$ cat config.mk
export PLATFORM = sky130hd
export DESIGN_NAME = ldm_stm_sequencer_flat
export DESIGN_NICKNAME = d
export VERILOG_FILES = /design/src/rtl/ldm_stm_sequencer_pkg.sv /design/src/rtl/ldm_stm_sequencer_if.sv /design/src/rtl/ldm_stm_sequencer_reg_list_scan.sv /design/src/rtl/ldm_stm_sequencer.sv /design/src/flat_wrapper.sv
export SDC_FILE = /design/constraint.sdc
export NUM_CORES = 1
export LEC_CHECK = 0
export ABC_AREA = 1
export BUFFER_PORTS_ARGS = -buffer_cell sky130_fd_sc_hd__clkbuf_2
export CAP_MARGIN = 20
export CORE_MARGIN = 3
export CORE_UTILIZATION = 34
export DETAILED_ROUTE_END_ITERATION = 10
export PLACE_DENSITY = 0.62
export REMOVE_ABC_BUFFERS = 1
export SYNTH_ARGS = -nofsm -noshare
export SYNTH_HDL_FRONTEND = slang
export SYNTH_SLANG_ARGS = --single-unit
$ cat constraint.sdc
create_clock -name clock -period 7.1 [get_ports clock]
set_input_delay 1.42 -clock clock [delete_from_list [all_inputs] [get_ports clock]]
set_output_delay 1.42 -clock clock [all_outputs]
set_load 0.005 [all_outputs]
$ cat src/rtl/ldm_stm_sequencer_pkg.sv
// Shared definitions for the block-transfer (LDM/STM) sequencer.
package arm_pkg;

   localparam int DATA_W     = 32;
   localparam int REG_W      = 4;
   localparam int WORD_BYTES = 4;
   localparam int NUM_REGS   = 16;
   localparam int COUNT_W    = $clog2(NUM_REGS + 1);

   typedef enum logic [2:0] {
      IDLE  = 3'd0,
      SETUP = 3'd1,
      XFER  = 3'd2,
      WB    = 3'd3,
      DONE  = 3'd4
   } state_t;

   // Byte span covered by n word transfers, modulo the address width.
   function automatic logic [DATA_W-1:0] block_span(input logic [COUNT_W-1:0] n);
      return DATA_W'(n) * DATA_W'(WORD_BYTES);
   endfunction

endpackage

$ cat src/rtl/ldm_stm_sequencer_if.sv
// Memory port plus register-file ports owned by the sequencer while it is busy.
interface ldm_stm_sequencer_if #(
   parameter int DATA_W = arm_pkg::DATA_W,
   parameter int REG_W  = arm_pkg::REG_W
) ();

   logic              mem_req;
   logic              mem_we;
   logic [DATA_W-1:0] mem_addr;
   logic [DATA_W-1:0] mem_wdata;
   logic              mem_ack;
   logic [DATA_W-1:0] mem_rdata;

   logic [REG_W-1:0]  rf_read_reg;
   logic [DATA_W-1:0] rf_read_data;
   logic [REG_W-1:0]  rf_write_reg;
   logic [DATA_W-1:0] rf_write_data;
   logic              rf_regwrite;

   // Sequencer side: drives requests and register-file selects.
   modport master (
      output mem_req, mem_we, mem_addr, mem_wdata,
      input  mem_ack, mem_rdata,
      output rf_read_reg,
      input  rf_read_data,
      output rf_write_reg, rf_write_data, rf_regwrite
   );

   // Memory / register-file side.
   modport slave (
      input  mem_req, mem_we, mem_addr, mem_wdata,
      output mem_ack, mem_rdata,
      input  rf_read_reg,
      output rf_read_data,
      input  rf_write_reg, rf_write_data, rf_regwrite
   );

endinterface

$ cat src/rtl/ldm_stm_sequencer_reg_list_scan.sv
// Register-list scanner: lowest set bit (with valid flag) and population count.
module reg_list_scan
   import arm_pkg::*;
(
   input  logic [NUM_REGS-1:0] list_i,
   output logic [REG_W-1:0]    first_o,
   output logic                valid_o,
   output logic [COUNT_W-1:0]  count_o
);

   // Walk from the top down so the lowest set bit is the last one to win.
   always_comb begin
      first_o = '0;
      valid_o = 1'b0;
      for (int i = NUM_REGS - 1; i >= 0; i--) begin
         if (list_i[i]) begin
            first_o = REG_W'(i);
            valid_o = 1'b1;
         end
      end
   end

   // Number of registers still selected in the list.
   always_comb begin
      count_o = '0;
      for (int i = 0; i < NUM_REGS; i++) begin
         count_o = count_o + COUNT_W'(list_i[i]);
      end
   end

endmodule

$ cat src/rtl/ldm_stm_sequencer.sv
// LDM/STM block-transfer sequencer: walks the register list low to high,
// one register per memory beat, then optionally writes back the base.
module ldm_stm_sequencer #(
   parameter int DATA_W = arm_pkg::DATA_W,
   parameter int REG_W  = arm_pkg::REG_W
) (
   input  logic                          clock,
   input  logic                          reset,
   input  logic                          start,
   input  logic                          is_load,
   input  logic                          up,
   input  logic                          pre,
   input  logic                          writeback,
   input  logic [arm_pkg::NUM_REGS-1:0]  reg_list,
   input  logic [REG_W-1:0]              base_reg,
   input  logic [DATA_W-1:0]             base_addr,
   output logic                          busy,
   output logic                          done,
   ldm_stm_sequencer_if.master           bus
);

   import arm_pkg::*;

   state_t                state_q, state_d;

   logic                  is_load_q;
   logic                  up_q;
   logic                  pre_q;
   logic                  writeback_q;
   logic [NUM_REGS-1:0]   list_q;      // original list, needed for the WB decision
   logic [NUM_REGS-1:0]   remain_q;    // registers not yet transferred
   logic [REG_W-1:0]      base_reg_q;
   logic [DATA_W-1:0]     base_q;
   logic [DATA_W-1:0]     addr_q;      // address of the current beat
   logic [DATA_W-1:0]     final_q;     // base value written back in WB

   logic [REG_W-1:0]      cur_idx;
   logic                  cur_valid;
   logic [COUNT_W-1:0]    remain_cnt;
   logic [NUM_REGS-1:0]   remain_after;
   logic [DATA_W-1:0]     span;
   logic [DATA_W-1:0]     start_addr;
   logic [DATA_W-1:0]     final_base;
   logic                  wb_enable;

   reg_list_scan u_scan (
      .list_i  (remain_q),
      .first_o (cur_idx),
      .valid_o (cur_valid),
      .count_o (remain_cnt)
   );

   // Remaining list once the current beat is acknowledged.
   assign remain_after = remain_q & ~(NUM_REGS'(1) << cur_idx);

   // In SETUP remain_q still holds the full list, so remain_cnt is N.
   assign span = block_span(remain_cnt);

   // Lowest address of the block; beats always ascend from here.
   always_comb begin
      start_addr = base_q;
      case ({up_q, pre_q})
         2'b10:   start_addr = base_q;                                   // IA
         2'b11:   start_addr = base_q + DATA_W'(WORD_BYTES);             // IB
         2'b00:   start_addr = base_q - span + DATA_W'(WORD_BYTES);      // DA
         default: start_addr = base_q - span;                            // DB
      endcase
   end

   assign final_base = up_q ? (base_q + span) : (base_q - span);

   // A load that includes the base register keeps the loaded value.
   assign wb_enable = writeback_q && !(is_load_q && list_q[base_reg_q]);

   // State register.
   always_ff @(posedge clock or negedge reset) begin
      if (!reset) begin
         state_q <= IDLE;
      end else begin
         state_q <= state_d;
      end
   end

   // Next-state logic.
   always_comb begin
      state_d = state_q;
      case (state_q)
         IDLE: begin
            if (start) begin
               state_d = SETUP;
            end
         end
         SETUP: begin
            state_d = (remain_cnt == '0) ? DONE : XFER;
         end
         XFER: begin
            if (!cur_valid || (bus.mem_ack && (remain_after == '0))) begin
               state_d = WB;
            end
         end
         WB:      state_d = DONE;
         DONE:    state_d = IDLE;
         default: state_d = IDLE;
      endcase
   end

   // Request capture, address setup and per-beat list/address advance.
   always_ff @(posedge clock or negedge reset) begin
      if (!reset) begin
         is_load_q   <= 1'b0;
         up_q        <= 1'b0;
         pre_q       <= 1'b0;
         writeback_q <= 1'b0;
         list_q      <= '0;
         remain_q    <= '0;
         base_reg_q  <= '0;
         base_q      <= '0;
         addr_q      <= '0;
         final_q     <= '0;
      end else begin
         case (state_q)
            IDLE: begin
               if (start) begin
                  is_load_q   <= is_load;
                  up_q        <= up;
                  pre_q       <= pre;
                  writeback_q <= writeback;
                  list_q      <= reg_list;
                  remain_q    <= reg_list;
                  base_reg_q  <= base_reg;
                  base_q      <= base_addr;
               end
            end
            SETUP: begin
               addr_q  <= start_addr;
               final_q <= final_base;
            end
            XFER: begin
               if (bus.mem_ack) begin
                  remain_q <= remain_after;
                  addr_q   <= addr_q + DATA_W'(WORD_BYTES);
               end
            end
            default: ;
         endcase
      end
   end

   // Outputs decoded from state; beat data paths are combinational.
   always_comb begin
      busy              = 1'b0;
      done              = 1'b0;
      bus.mem_req       = 1'b0;
      bus.mem_we        = 1'b0;
      bus.mem_addr      = '0;
      bus.mem_wdata     = '0;
      bus.rf_read_reg   = '0;
      bus.rf_regwrite   = 1'b0;
      bus.rf_write_reg  = '0;
      bus.rf_write_data = '0;
      case (state_q)
         SETUP: begin
            busy = 1'b1;
         end
         XFER: begin
            busy         = 1'b1;
            bus.mem_req  = cur_valid;
            bus.mem_we   = !is_load_q;
            bus.mem_addr = addr_q;
            if (!is_load_q) begin
               bus.rf_read_reg = cur_idx;
               bus.mem_wdata   = bus.rf_read_data;
            end else if (bus.mem_ack && cur_valid) begin
               bus.rf_regwrite   = 1'b1;
               bus.rf_write_reg  = cur_idx;
               bus.rf_write_data = bus.mem_rdata;
            end
         end
         WB: begin
            busy = 1'b1;
            if (wb_enable) begin
               bus.rf_regwrite   = 1'b1;
               bus.rf_write_reg  = base_reg_q;
               bus.rf_write_data = final_q;
            end
         end
         DONE: begin
            done = 1'b1;
         end
         default: ;
      endcase
   end

endmodule

$ cat src/flat_wrapper.sv
// flat-port wrapper written by rule: the top's interface ports become plain ports
module ldm_stm_sequencer_flat import arm_pkg::*;
#(
   parameter int DATA_W = arm_pkg::DATA_W,
   parameter int REG_W  = arm_pkg::REG_W
)
  (clock, reset, start, is_load, up, pre, writeback, reg_list, base_reg, base_addr, busy, done, bus_mem_req, bus_mem_we, bus_mem_addr, bus_mem_wdata, bus_mem_ack, bus_mem_rdata, bus_rf_read_reg, bus_rf_read_data, bus_rf_write_reg, bus_rf_write_data, bus_rf_regwrite);
  ldm_stm_sequencer_if #(.DATA_W(DATA_W), .REG_W(REG_W)) bus_i ();
  input  logic clock;
  input  logic reset;
  input  logic start;
  input  logic is_load;
  input  logic up;
  input  logic pre;
  input  logic writeback;
  input  logic [arm_pkg::NUM_REGS-1:0] reg_list;
  input  logic [REG_W-1:0] base_reg;
  input  logic [DATA_W-1:0] base_addr;
  output logic busy;
  output logic done;
  output wire logic [$bits(bus_i.mem_req)-1:0] bus_mem_req;
  output wire logic [$bits(bus_i.mem_we)-1:0] bus_mem_we;
  output wire logic [$bits(bus_i.mem_addr)-1:0] bus_mem_addr;
  output wire logic [$bits(bus_i.mem_wdata)-1:0] bus_mem_wdata;
  input wire logic [$bits(bus_i.mem_ack)-1:0] bus_mem_ack;
  input wire logic [$bits(bus_i.mem_rdata)-1:0] bus_mem_rdata;
  output wire logic [$bits(bus_i.rf_read_reg)-1:0] bus_rf_read_reg;
  input wire logic [$bits(bus_i.rf_read_data)-1:0] bus_rf_read_data;
  output wire logic [$bits(bus_i.rf_write_reg)-1:0] bus_rf_write_reg;
  output wire logic [$bits(bus_i.rf_write_data)-1:0] bus_rf_write_data;
  output wire logic [$bits(bus_i.rf_regwrite)-1:0] bus_rf_regwrite;
  assign bus_mem_req = bus_i.mem_req;
  assign bus_mem_we = bus_i.mem_we;
  assign bus_mem_addr = bus_i.mem_addr;
  assign bus_mem_wdata = bus_i.mem_wdata;
  assign bus_i.mem_ack = bus_mem_ack;
  assign bus_i.mem_rdata = bus_mem_rdata;
  assign bus_rf_read_reg = bus_i.rf_read_reg;
  assign bus_i.rf_read_data = bus_rf_read_data;
  assign bus_rf_write_reg = bus_i.rf_write_reg;
  assign bus_rf_write_data = bus_i.rf_write_data;
  assign bus_rf_regwrite = bus_i.rf_regwrite;
  ldm_stm_sequencer #(.DATA_W(DATA_W), .REG_W(REG_W)) u_core (.clock(clock), .reset(reset), .start(start), .is_load(is_load), .up(up), .pre(pre), .writeback(writeback), .reg_list(reg_list), .base_reg(base_reg), .base_addr(base_addr), .busy(busy), .done(done), .bus(bus_i));
endmodule
# Yosys cells after proc, flatten, opt, wreduce, memory -nomap -nowiden
# Index checks and enable logic that the tools add are counted.
dict set report word_totals {
  inputBits 124
  word_cells 129
  reg_bits 139
}
dict set report classes {
  n_mux 66
  n_reduce_logical 19
  magnitude_cmp 1
  add_sub_neg 20
  n_bitwise 2
  shift 1
  eq_ne 9
}
# operator n
set ops {}
lappend ops {{32-bit two-way mux} 8}
lappend ops {{32-bit one-hot mux with 2 select lines} 2}
lappend ops {{32-bit by 3-bit adder with 32-bit output (second input constant)} 3}
lappend ops {{32-bit one-hot mux with 3 select lines} 1}
lappend ops {{4-bit two-way mux} 21}
lappend ops {{5-bit by 1-bit adder with 5-bit output} 11}
lappend ops {{32-bit by 7-bit adder with 32-bit output} 1}
lappend ops {{16-bit two-way mux} 2}
lappend ops {{16-bit one-hot mux with 2 select lines} 1}
lappend ops {{32-bit by 7-bit subtractor with 32-bit output} 1}
lappend ops {{1-bit two-way mux} 24}
lappend ops {{16-bit bitwise AND} 1}
lappend ops {{16-bit logical NOT} 1}
lappend ops {{16-bit NOT} 1}
lappend ops {{1-bit by 4-bit << shifter with 16-bit output (first input constant)} 1}
lappend ops {{3-bit one-hot mux with 4 select lines} 1}
lappend ops {{3-bit two-way mux} 3}
lappend ops {{4-bit one-hot mux with 2 select lines} 1}
lappend ops {{3-bit by 2-bit == test with 1-bit output (second input constant)} 2}
lappend ops {{2-bit AND reduction} 3}
lappend ops {{4-bit by 1-bit adder with 5-bit output} 1}
lappend ops {{5-bit logical NOT} 1}
lappend ops {{4-bit by 5-bit < comparator with 1-bit output (second input constant)} 1}
lappend ops {{3-bit by 1-bit adder with 4-bit output} 1}
lappend ops {{other kinds (17)} 25}

# Logic depth before layout (Yosys ltp)
dict set report logic_depth {
  depth_word 24
  depth_mapped 39
}

# Hierarchy
# From an unflattened synthesis, not the netlist that was laid out.
dict set report hier_totals {
  hier_cells 1940
  area_unflattened_um2 12562.0
}
# mod seq_area_each_um2 instances cells_per_inst area_per_inst_um2
set by_module_without_submodules {}
lappend by_module_without_submodules {ldm_stm_sequencer 3478.3 1 1856 11997.8}
lappend by_module_without_submodules {reg_list_scan 0.0 1 84 564.3}

# Worst setup path before layout
# Ideal clock, no wire load.
dict set report synth_path {
  path_kind {register to register}
  startpoint {register u_core.remain_q[11]}
  endpoint {register u_core.addr_q[22]}
  setup_time_ns 0.117
  path_buffers 0
  path_slack_ns 1.520
  period_less_slack_ns 5.580
  arrival_time_ns 5.463
  stages_incl_launch_ff 34
  path_cell_list {dfrtp_1 > fa_1 > inv_1 > fa_1 > inv_1 > fa_1 > inv_1 > fa_1 > inv_1 > ha_1 > inv_1 > fa_1 > nor2_1 > inv_1 > a21oi_1 > ha_1 > inv_1 > a21oi_1 > a21boi_2 > nand2_2 > xor2_1 > nand2_1 > nand2_2 > nand2_1 > nor2_1 > nand2_2 > nor2_1 > nand4_1 > nand3_1 > nand2_1 > nand2_1 > nand2_1 > nand2_1 > nand2_1}
}
dict set report synth_via {
  elab_chain_len 9
}
# item line
set synth_rtl {}
lappend synth_rtl {{start: declaration} ldm_stm_sequencer.sv:31} ;# logic [NUM_REGS-1:0] remain_q;
lappend synth_rtl {{start signal: assignment} ldm_stm_sequencer.sv:129} ;# remain_q <= reg_list;
lappend synth_rtl {{start signal: assignment} ldm_stm_sequencer.sv:140} ;# remain_q <= remain_after;
lappend synth_rtl {{5-bit by 1-bit adder with 5-bit output * (5 in series)} ldm_stm_sequencer_reg_list_scan.sv:27} ;# count_o = count_o + COUNT_W'(list_i[i]);
lappend synth_rtl {{32-bit by 7-bit subtractor with 32-bit output *} {ldm_stm_sequencer.sv:65, ldm_stm_sequencer.sv:66}}
lappend synth_rtl {{32-bit by 3-bit adder with 32-bit output} ldm_stm_sequencer.sv:65} ;# 2'b00: start_addr = base_q - span + DATA_W'(WORD_BYTES);
lappend synth_rtl {{32-bit one-hot mux with 3 select lines *} ldm_stm_sequencer.sv:62} ;# case ({up_q, pre_q})
lappend synth_rtl {{32-bit one-hot mux with 2 select lines *} ldm_stm_sequencer.sv:121} ;# case (state_q)
lappend synth_rtl {{end signal: assignment} ldm_stm_sequencer.sv:135} ;# addr_q <= start_addr;
lappend synth_rtl {{end signal: assignment} ldm_stm_sequencer.sv:141} ;# addr_q <= addr_q + DATA_W'(WORD_BYTES);
lappend synth_rtl {{end: declaration} ldm_stm_sequencer.sv:34} ;# logic [DATA_W-1:0] addr_q;
# Mark *: on every way between the ends. The rest lies on a longest branch, timed or not.
# A chain may end at the register's enable or synchronous reset.

# Worst setup path in the final report
# Ends and elaborated chain as after synthesis.

==> out/results.ini <==
[worst_setup_path]
r2r_start=u_core.remain_q[11]
crit_slowest_cell=fa_1
worst-path-stages=33
startpoint=u_core.remain_q[11]
crit_end=u_core.addr_q[22]
cpPeakStageDelay_ns=0.55
required_ns=7.44
critPathMaxFanout=8
r2r-end=u_core.addr_q[22]
worstPathArrival_ns=6.79
crit_type=reg2reg
critical_path.top_delay_family=adder cells
cp_num_buf_inv=7
r2r_setup_slack_ns=0.65
reg2regPathDepth=33
critPathLaunchType=flip-flop
cp-end-kind=flip-flop

[timing]
finalClockSkew_ns=0.01104
setup_viol=0
period_share=0.9091
slew_headroom=0.3689
tightest_slew_ns=0.9444
rsz0062_at_grt=false
max_freq_mhz=154.9
timing.final.hold_violations=0
period_minus_slack_ns=6.454
drv_slew=0

[cts]
clkSlewWorstSetupHoldPaths_ns=0.07
cts_sinks=139
cts_tree=yes
post_cts_buffers=0
cts_inserted_buffers=17
cts_root_buffer=clkbuf_16
h-tree-depth=4
clock_latency_ns=0.45
clockBufferDepth=2

[place]
io_buffers=232
gp_congestion=0.9055
hpwl_microns=33810

[floorplanning]
die_x_microns=196.0
dieArea_sq_mm=0.03841
row_count=68
die_h_microns=196.0
core_area_sq_mm=0.03505
ios=233
start_util=0.3501

[global_route]
gr-total-overflow=0
grt_pass1_vias=12140
antenna_found_initial=0
gr-usage-all-layers=0.2246
grt_start_max_net_pins=94
grt_pass1_wl_microns=68850

[synth]
yosysSeqAreaShare=0.2834
ys.flop_type=dfrtp_1
yosysMostFrequentCell=nand2_1
synth_area_sq_mm=0.01227
avgSynthCellArea_sq_um=6.443
yosys.cell_types.count=65
ys_ff_latch=139
yosysTopAreaCellShare=0.2834
synth-edff-count=0
async_flop_share=1.000
ys_warn_count=0
synth_largest_area_cell=dfrtp_1
synth_cells=1905
synth_area_leaders=dfrtp_1 (28%), nand2_1 (15%), inv_1 (7.6%)
synth_common_cells=nand2_1 (489), inv_1 (250), nor2_1 (198)

[final_layout]
drive_above_1_share=0.1943
n_antenna_cell=0
syn_to_final_growth_pct=17.82
utilization=0.4125
final_nets=2239

[run_status]
status=complete, no violations

[routing]
drc_errors=0
viasPerCell=5.113
drt_pass1_iterations=6
initialDrtViolationCount=844
top_layer=met4
wire_per_inst_microns=17.23
dr_wl_met2_microns=19020
num_vias=13039
wl_met1_microns=21420
wl_met3_microns=2715
route.antenna.remaining_nets=0
wl_microns=43950

[hold_path]
hp-class=reg2reg

[job]
maxCapViolCount=0

==> cells in the final DEF (no fill, tap or decap), types with 3 or more instances in the layout <==
| cell type | n |
|---|---|
| a21oi_1 | 92 |
| a21oi_2 | 10 |
| a31oi_1 | 7 |
| buf_4 | 15 |
| bufinv_16 | 3 |
| clkbuf_16 | 17 |
| clkbuf_2 | 231 |
| clkinv_1 | 7 |
| dfrtp_1 | 139 |
| fa_1 | 12 |
| ha_1 | 21 |
| inv_1 | 250 |
| inv_2 | 15 |
| inv_6 | 4 |
| inv_8 | 6 |
| nand2_1 | 489 |
| nand2_2 | 25 |
| nand2_4 | 8 |
| nand3_1 | 107 |
| nand3_4 | 3 |
| nand4_1 | 34 |
| nor2_1 | 196 |
| nor2_2 | 15 |
| nor2_4 | 14 |
| nor3_1 | 15 |
| nor3_2 | 6 |
| nor4_1 | 9 |
| o211ai_1 | 21 |
| o21ai_0 | 159 |
| o21ai_1 | 21 |
| o21ai_2 | 5 |
| o21bai_1 | 3 |
| o22ai_1 | 53 |
| xor2_1 | 35 |
| xor2_2 | 5 |
==> state kept, by name (all words and copies together), names as in the netlist, 3 cells and up <==
signal	flops
u_core.base_reg_q	4
u_core.state_q	3
u_core.addr_q	32
u_core.base_q	32
u_core.final_q	32
u_core.list_q	16
u_core.remain_q	16
==> layer usage <==
metal  up-vias  global-route usage
met5         -                   0
met2       419              0.3302
met1      6087              0.3381
met3        34             0.03916
met4         0             0.06021
li1       6499                   -
==> cells by family after synthesis <==
kind of cell             synth area share
AO/OA/AOI/OAI                      0.1844
XOR/XNOR                          0.03171
adder cells (fa/ha/maj)           0.04098
buffers and inverters              0.1145
flip-flops                         0.2834
AND/OR/NAND/NOR                    0.3450
==> how the worst min path moves through the flow <==
| stage | from | to | slack (ns) | cells past startpoint |
|---|---|---|---|---|
| global placement | u_core.list_q[6] | u_core.list_q[6] | 0.45 | 2 |
| floorplan | u_core.list_q[10] | u_core.list_q[10] | 0.44 | 2 |
| CTS | u_core.base_q[0] | u_core.base_q[0] | 0.48 | 2 |
| finish | u_core.list_q[4] | u_core.list_q[4] | 0.48 | 2 |
| global route | u_core.base_q[0] | u_core.base_q[0] | 0.50 | 2 |
| detailed placement | u_core.base_q[0] | u_core.base_q[0] | 0.46 | 2 |
==> cell type report <==
class                      instances  area [sq um]
tap                              455         569.3
sequential                       139          3478
clock buffer                      17         425.4
clock inverter                    15         217.7
inverter                         274          1031
multi-input combinational       1402          7431
timing repair buffer             248          1308
fill                            3807         20590
==> metrics by stage <==
stage	setup TNS (ns)	instances	worst slack, ns	hold slack (ns)	instance area (sq um)
after global routing	0	2550	0.09719	0.5034	14460
after detailed placement	0	2517	0.5821	0.4592	13780
final	0	2550	0.6457	0.4754	14460
after floorplan	-21.55	1815	-1.156	0.4366	11900
after global placement	0	2517	0.6524	0.4503	13780
after CTS	0	2549	0.5670	0.4762	14430
==> timing repair <==
item / in CTS / in global routing
gates resized for setup: 0 / 1
setup endpoints to repair: 0 / 1
hold buffers: 0 / 0
==> worst reg2reg max path: cells and delay by family (launching register included) <==
family,cells,cell delay (ns)
flops,1,0.43
simple gates,15,1.72
fa+ha+maj,7,2.77
xor+xnor,1,0.25
buf+inv,7,0.53
compound gates,3,0.64
Power is not shown: default switching activity piles up to over one toggle a cycle in this logic, so the estimate is an artifact.
